**config.mk**
```make
export PLATFORM = sky130hd
export DESIGN_NAME = alu_seq_muldiv
export DESIGN_NICKNAME = d
export VERILOG_FILES = /design/src/rtl/alu_pkg.sv /design/src/rtl/alu_iter_core.sv /design/src/rtl/alu_seq_muldiv.sv
export SDC_FILE = /design/constraint.sdc
export NUM_CORES = 1
export LEC_CHECK = 0
export ABC_AREA = 1
export BUFFER_PORTS_ARGS = -buffer_cell sky130_fd_sc_hd__buf_2
export CORE_UTILIZATION = 38
export CTS_BUF_LIST = sky130_fd_sc_hd__clkbuf_2
export CTS_CLUSTER_SIZE = 25
export DETAILED_ROUTE_END_ITERATION = 7
export PLACE_DENSITY = 0.57
export REMOVE_ABC_BUFFERS = 1
export SETUP_SLACK_MARGIN = 0.2
export SKIP_CTS_REPAIR_TIMING = 1
export SLEW_MARGIN = 10
export SYNTH_ARGS = -nofsm -noshare
export SYNTH_HDL_FRONTEND = slang
export SYNTH_HIERARCHICAL = 1
export SYNTH_SLANG_ARGS = --single-unit
```
**constraint.sdc**
```tcl
create_clock -name clk -period 4 [get_ports clk]
set_input_delay 0.4 -clock clk [delete_from_list [all_inputs] [get_ports clk]]
set_output_delay 0.4 -clock clk [all_outputs]
set_load 0.02 [all_outputs]
```
**src/rtl/alu_pkg.sv**
```systemverilog
// Shared definitions for the sequential ALU: opcodes, FSM states, and iterative op kinds.
// The optional divider is enabled with `define ALU_DIV_EN.
package alu_pkg;

  localparam int ALUOP_W = 4;

  localparam logic [3:0] ALU_AND  = 4'b0000;
  localparam logic [3:0] ALU_OR   = 4'b0001;
  localparam logic [3:0] ALU_ADD  = 4'b0010;
  localparam logic [3:0] ALU_SUB  = 4'b0110;
  localparam logic [3:0] ALU_NOR  = 4'b1100;
  localparam logic [3:0] ALU_MUL  = 4'b1000;
  localparam logic [3:0] ALU_DIVU = 4'b1001;
  localparam logic [3:0] ALU_REMU = 4'b1010;

  typedef enum logic [1:0] {IDLE, BUSY, DONE} state_t;

  typedef enum logic [1:0] {IT_MUL, IT_DIVU, IT_REMU} iter_op_t;

endpackage

```
**src/rtl/alu_iter_core.sv**
```systemverilog
// Iterative datapath: shift-add multiplier and, with `define ALU_DIV_EN, a restoring
// divider sharing the operand (x) register, the accumulator and the iteration counter.
// One iteration per cycle for WIDTH cycles after start; done and result are combinational
// on the last iteration so the caller can register the final value on that edge.
module alu_iter_core
  import alu_pkg::*;
#(
  parameter int WIDTH = 64
) (
  input  logic             clk,
  input  logic             reset_n,
  input  logic             start,
  input  iter_op_t         op_in,
  input  logic [WIDTH-1:0] a,
  input  logic [WIDTH-1:0] b,
  output logic             done,
  output logic [WIDTH-1:0] result
);

  localparam int CNT_W = $clog2(WIDTH) + 1;

  logic             active;
  logic [CNT_W-1:0] cnt;
  iter_op_t         op_q;
  logic [WIDTH-1:0] x_q, y_q, acc_q;
  logic [WIDTH-1:0] x_n, y_n, acc_n;
`ifdef ALU_DIV_EN
  logic [WIDTH:0]   shifted;
`endif

  // Next-iteration values; for division x holds dividend bits shifting out and quotient bits shifting in
  always_comb begin
    x_n   = x_q;
    y_n   = y_q;
    acc_n = acc_q;
`ifdef ALU_DIV_EN
    shifted = {acc_q, x_q[WIDTH-1]};
    if (op_q == IT_MUL) begin
      if (y_q[0]) acc_n = acc_q + x_q;
      x_n = x_q << 1;
      y_n = y_q >> 1;
    end else begin
      x_n = {x_q[WIDTH-2:0], 1'b0};
      if (shifted >= {1'b0, y_q}) begin
        acc_n  = shifted[WIDTH-1:0] - y_q;
        x_n[0] = 1'b1;
      end else begin
        acc_n = shifted[WIDTH-1:0];
      end
    end
`else
    if (y_q[0]) acc_n = acc_q + x_q;
    x_n = x_q << 1;
    y_n = y_q >> 1;
`endif
  end

  // Final result selection and completion flag
  always_comb begin
    done = active && (cnt == '0);
`ifdef ALU_DIV_EN
    case (op_q)
      IT_DIVU: result = x_n;
      default: result = acc_n;
    endcase
`else
    result = (op_q == IT_MUL) ? acc_n : '0;
`endif
  end

  // Operand capture on start, then one iteration per cycle counting WIDTH-1 down to 0
  always_ff @(posedge clk or negedge reset_n) begin
    if (!reset_n) begin
      active <= 1'b0;
      cnt    <= '0;
      op_q   <= IT_MUL;
      x_q    <= '0;
      y_q    <= '0;
      acc_q  <= '0;
    end else if (start) begin
      active <= 1'b1;
      cnt    <= CNT_W'(WIDTH - 1);
      op_q   <= op_in;
      x_q    <= a;
      y_q    <= b;
      acc_q  <= '0;
    end else if (active) begin
      x_q   <= x_n;
      y_q   <= y_n;
      acc_q <= acc_n;
      if (cnt == '0) active <= 1'b0;
      else           cnt    <= cnt - 1'b1;
    end
  end

endmodule

```
**src/rtl/alu_seq_muldiv.sv**
```systemverilog
// Multi-cycle ALU behind valid/ready handshakes. Logic/ADD/SUB complete in one cycle,
// MUL (and DIVU/REMU with `define ALU_DIV_EN) iterate for WIDTH cycles in alu_iter_core.
module alu_seq_muldiv
  import alu_pkg::*;
#(
  parameter int WIDTH   = 64,
  parameter int ALUOP_W = alu_pkg::ALUOP_W
) (
  input  logic               clk,
  input  logic               reset_n,
  input  logic               in_valid,
  output logic               in_ready,
  input  logic [WIDTH-1:0]   a,
  input  logic [WIDTH-1:0]   b,
  input  logic [ALUOP_W-1:0] aluop,
  output logic               out_valid,
  input  logic               out_ready,
  output logic [WIDTH-1:0]   res,
  output logic               zero,
  output logic               busy
);

  state_t           state;
  logic [WIDTH-1:0] single_res;
  logic             is_iter;
  iter_op_t         iter_op;
  logic             accept;
  logic             core_done;
  logic [WIDTH-1:0] core_result;

  assign accept = in_valid && in_ready;

  // Opcode decode and single-cycle results; unknown opcodes fall through to zero
  always_comb begin
    single_res = '0;
    is_iter    = 1'b0;
    iter_op    = IT_MUL;
    case (aluop)
      ALUOP_W'(ALU_AND): single_res = a & b;
      ALUOP_W'(ALU_OR):  single_res = a | b;
      ALUOP_W'(ALU_ADD): single_res = a + b;
      ALUOP_W'(ALU_SUB): single_res = a - b;
      ALUOP_W'(ALU_NOR): single_res = ~(a | b);
      ALUOP_W'(ALU_MUL): is_iter    = 1'b1;
`ifdef ALU_DIV_EN
      ALUOP_W'(ALU_DIVU): begin
        is_iter = 1'b1;
        iter_op = IT_DIVU;
      end
      ALUOP_W'(ALU_REMU): begin
        is_iter = 1'b1;
        iter_op = IT_REMU;
      end
`endif
      default: single_res = '0;
    endcase
  end

  alu_iter_core #(.WIDTH(WIDTH)) u_core (
    .clk     (clk),
    .reset_n (reset_n),
    .start   (accept && is_iter),
    .op_in   (iter_op),
    .a       (a),
    .b       (b),
    .done    (core_done),
    .result  (core_result)
  );

  // Control FSM with registered handshake, status and result outputs
  always_ff @(posedge clk or negedge reset_n) begin
    if (!reset_n) begin
      state     <= IDLE;
      in_ready  <= 1'b1;
      out_valid <= 1'b0;
      busy      <= 1'b0;
      res       <= '0;
      zero      <= 1'b1;
    end else begin
      case (state)
        IDLE: begin
          if (accept) begin
            in_ready <= 1'b0;
            if (is_iter) begin
              state <= BUSY;
              busy  <= 1'b1;
            end else begin
              state     <= DONE;
              out_valid <= 1'b1;
              res       <= single_res;
              zero      <= (single_res == '0);
            end
          end
        end
        BUSY: begin
          if (core_done) begin
            state     <= DONE;
            busy      <= 1'b0;
            out_valid <= 1'b1;
            res       <= core_result;
            zero      <= (core_result == '0);
          end
        end
        DONE: begin
          if (out_ready) begin
            state     <= IDLE;
            out_valid <= 1'b0;
            in_ready  <= 1'b1;
          end
        end
        default: begin
          state     <= IDLE;
          in_ready  <= 1'b1;
          out_valid <= 1'b0;
          busy      <= 1'b0;
        end
      endcase
    end
  end

endmodule

```
==> flow_metrics.tcl <==
set metrics [dict create \
    layout_commonest_cell "nand2_1" \
    min_path_type "in2reg" \
    rows 98 \
    worstPathArrival_ps 4850 \
    die_h_microns 273 \
    drive_gt1_share_pct 18.3 \
    clock.fmax_mhz 265 \
    ys_ff_latch 272 \
    vias 33800 \
    yosysUniqueCellTypes 59 \
    grt_pass1_vias 30900 \
    root_buffer "clkbuf_2" \
    grt_setup_unrepaired "true" \
    clock_path_buffers 3 \
    drv_cap 0 \
    insertion_delay_ps 1170 \
    htree_levels 3 \
    clkSinkCount 272 \
    cp_slowest_cell "fa_1" \
    gp_congestion 0.989 \
    remaining_drc_errors 0 \
    synth_edf_count 0 \
    dr.pass1.iters 5 \
    period_needed_ps 3780 \
    final_cell_mix "1,530 x nand2_1, 790 x inv_1, 527 x buf_4" \
    async_flop_share_pct 100 \
    grtUsageTotal_pct 32.9 \
    grt_pass1_wl_mm 185 \
    leakage_nw 19.6 \
    initial_core_util_pct 38.7 \
    clk_pin_slew_ps 100 \
    cp_top_family "simple AND/OR/NAND/NOR gates" \
    max-slew-margin-rel_pct 29.9 \
    antenna_found_initial 6 \
    fin_ws_ps 222 \
    postRouteAntennaNets 0 \
    grt_max_degree 123 \
    stdcell_count 6531 \
    maxSlewViolCount 0 \
    violations "hold timing" \
    fin_setup_tns_ps 0 \
    dieArea_sq_mm 0.0743 \
    finClkSkew_ps 60.4 \
    io_pins 204 \
    path_buf_inv 2 \
    setup_violations 0 \
    critical_path.max_fanout 3 \
    status "complete, but fails checks" \
    synthCells 4706 \
    pre_cts_ws_ps -1010 \
    wl_per_cell_microns 19.3 \
    io_buffers 203 \
    powerDensity_mw_per_mm2 564 \
    vdd_drop_max_mv 0.318 \
    hold_violations 1 \
    syn_area_per_cell_sq_um 5.91 \
    yosysWarnings 6 \
    die_width_microns 273 \
    cts_buffers 78 \
    ys.flop_type "dfrtp_1" \
    stdcell_area_sq_mm 0.0359 \
    crit_type "reg2reg" \
    syn_to_final_growth_pct 29.2 \
    grt.overflow.total 0 \
    cp_slowest_stage_delay_ps 430 \
    critPathLaunchType "flip-flop" \
    min_period_over_period_pct 94.4 \
    dp_cells 6240 \
    final_nets 5784 \
    hpwl_mm 101 \
    ys_seq_area_share_pct 24.5 \
    wl_mm 126 \
    core_sq_mm 0.0720 \
    tritoncts "yes" \
    path_cells "ha_1 > inv_1 > fa_1 > nor2_2 > nand2_1 > nand3_2 > nand3_1 > nand3b_1 > nand2_1 > nand3_1 > nand3_1 > o21ai_0 > nor2_1 > nor4_1 > nand4_1 > nor3_1 > nand4_1 > o21ai_2 > buf_4 > nor2_1 > nor2_1" \
    placedInstanceArea_sq_mm 0.0336 \
    finalHoldWorstSlack_ps -25.5 \
    tightest_slew_ps 1050 \
    viasPerCell 5.17 \
    syn_area_sq_mm 0.0278 \
    end_kind "flip-flop" \
    crit_required_ps 5070 \
    initialDrtViolationCount 3003 \
]
sequential cells by signal (all words and copies together), names as in the netlist:
signal and count:
busy 1, in_ready 1, out_valid 1, res 64, state 2, u_core/acc_q 64, u_core/active 1, u_core/cnt 7
u_core/op_q 2, u_core/x_q 64, u_core/y_q 64, zero 1
layer usage:
metal  track usage (%)  up-vias  routed length [microns]
met5                 0        -                       24
met4              10.9        4                     4230
met3              5.00      250                     9450
met2              51.1     1279                    54900
met1              46.4    15600                    57500
li1                  -    16700                        -
synth_stat cells, types with 11 or more instances:
cell type	n	share of area [%]
o21bai_1	11	0.30
dfrtp_1	270	24
o211ai_1	21	0.57
o22ai_1	23	0.52
o221ai_1	108	3.4
inv_1	793	11
o21ai_1	11	0.20
clkbuf_1	116	1.6
nand2_1	1537	21
or2_2	33	0.74
o21ai_0	276	5.0
a21oi_1	165	3.0
nand3b_1	30	0.81
buf_2	21	0.38
xor2_1	54	1.7
nand2_2	17	0.38
nor3_1	48	0.86
ha_1	131	5.9
nor2_1	514	6.9
nand4_1	37	0.83
nor4_1	28	0.63
nand3_1	281	5.1
xnor2_1	39	1.2
o311a_1	36	1.3
worst paths after layout:
kind / depth (start not counted) / start / slack, ps / to
worst max-delay path: 21 / u_core/x_q[0]$_DFFE_PN0P_ / 220 / zero$_DFFE_PN1P_
worst min-delay path: 7 / aluop[0] / -30 / res[1]$_DFFE_PN0P_
worst max register to register: 21 / u_core/x_q[0]$_DFFE_PN0P_ / 220 / zero$_DFFE_PN1P_
worst min register to register: 2 / res[28]$_DFFE_PN0P_ / 490 / res[28]$_DFFE_PN0P_
max in group asynchronous: 4 / reset_n / 2890 / u_core/y_q[55]$_DFFE_PN0P_
min in group asynchronous: 3 / reset_n / 470 / in_ready$_DFFE_PN1P_
metrics by stage:
step	util, %	power [W]
after floorplan	-	0.0125
after global placement	46.6	0.0174
after detailed placement	46.6	0.0175
after CTS	47.6	0.0199
after global routing	49.9	0.0220
final	49.9	0.0203
area by class of cell:
| cell class | instances | area [sq um] |
|---|---|---|
| antenna | 5 | 12.5 |
| timing repair buffer | 877 | 6540 |
| inverter | 803 | 3020 |
| multi-input combinational | 3483 | 17600 |
| sequential | 272 | 6810 |
| fill | 7677 | 36000 |
| tap | 950 | 1190 |
| clock buffer | 117 | 586 |
| clock inverter | 24 | 148 |
report_power, final:
part	switching, W	internal [W]	total (W)
clock network	0.00141	0.000862	0.00227
registers	0.000849	0.00386	0.00471
logic	0.00869	0.00460	0.0133
cells by family after synthesis:
group | Yosys count | synth area share, %
AO/OA/AOI/OAI | 692 | 15.3
XOR/XNOR | 93 | 2.93
adder cells (fa/ha/maj) | 133 | 6.03
buffers and inverters | 952 | 13.0
flip-flops | 272 | 24.5
other | 1 | 0.0135
AND/OR/NAND/NOR | 2563 | 38.2
worst min-delay path: stages:
cell and delay, ps:
buf_2 90, buf_4 90, nor2_1 70, nand4_1 80
nand3_1 70, nor2_1 140, o21ai_0 110
Power figures use the tool's default switching activity.
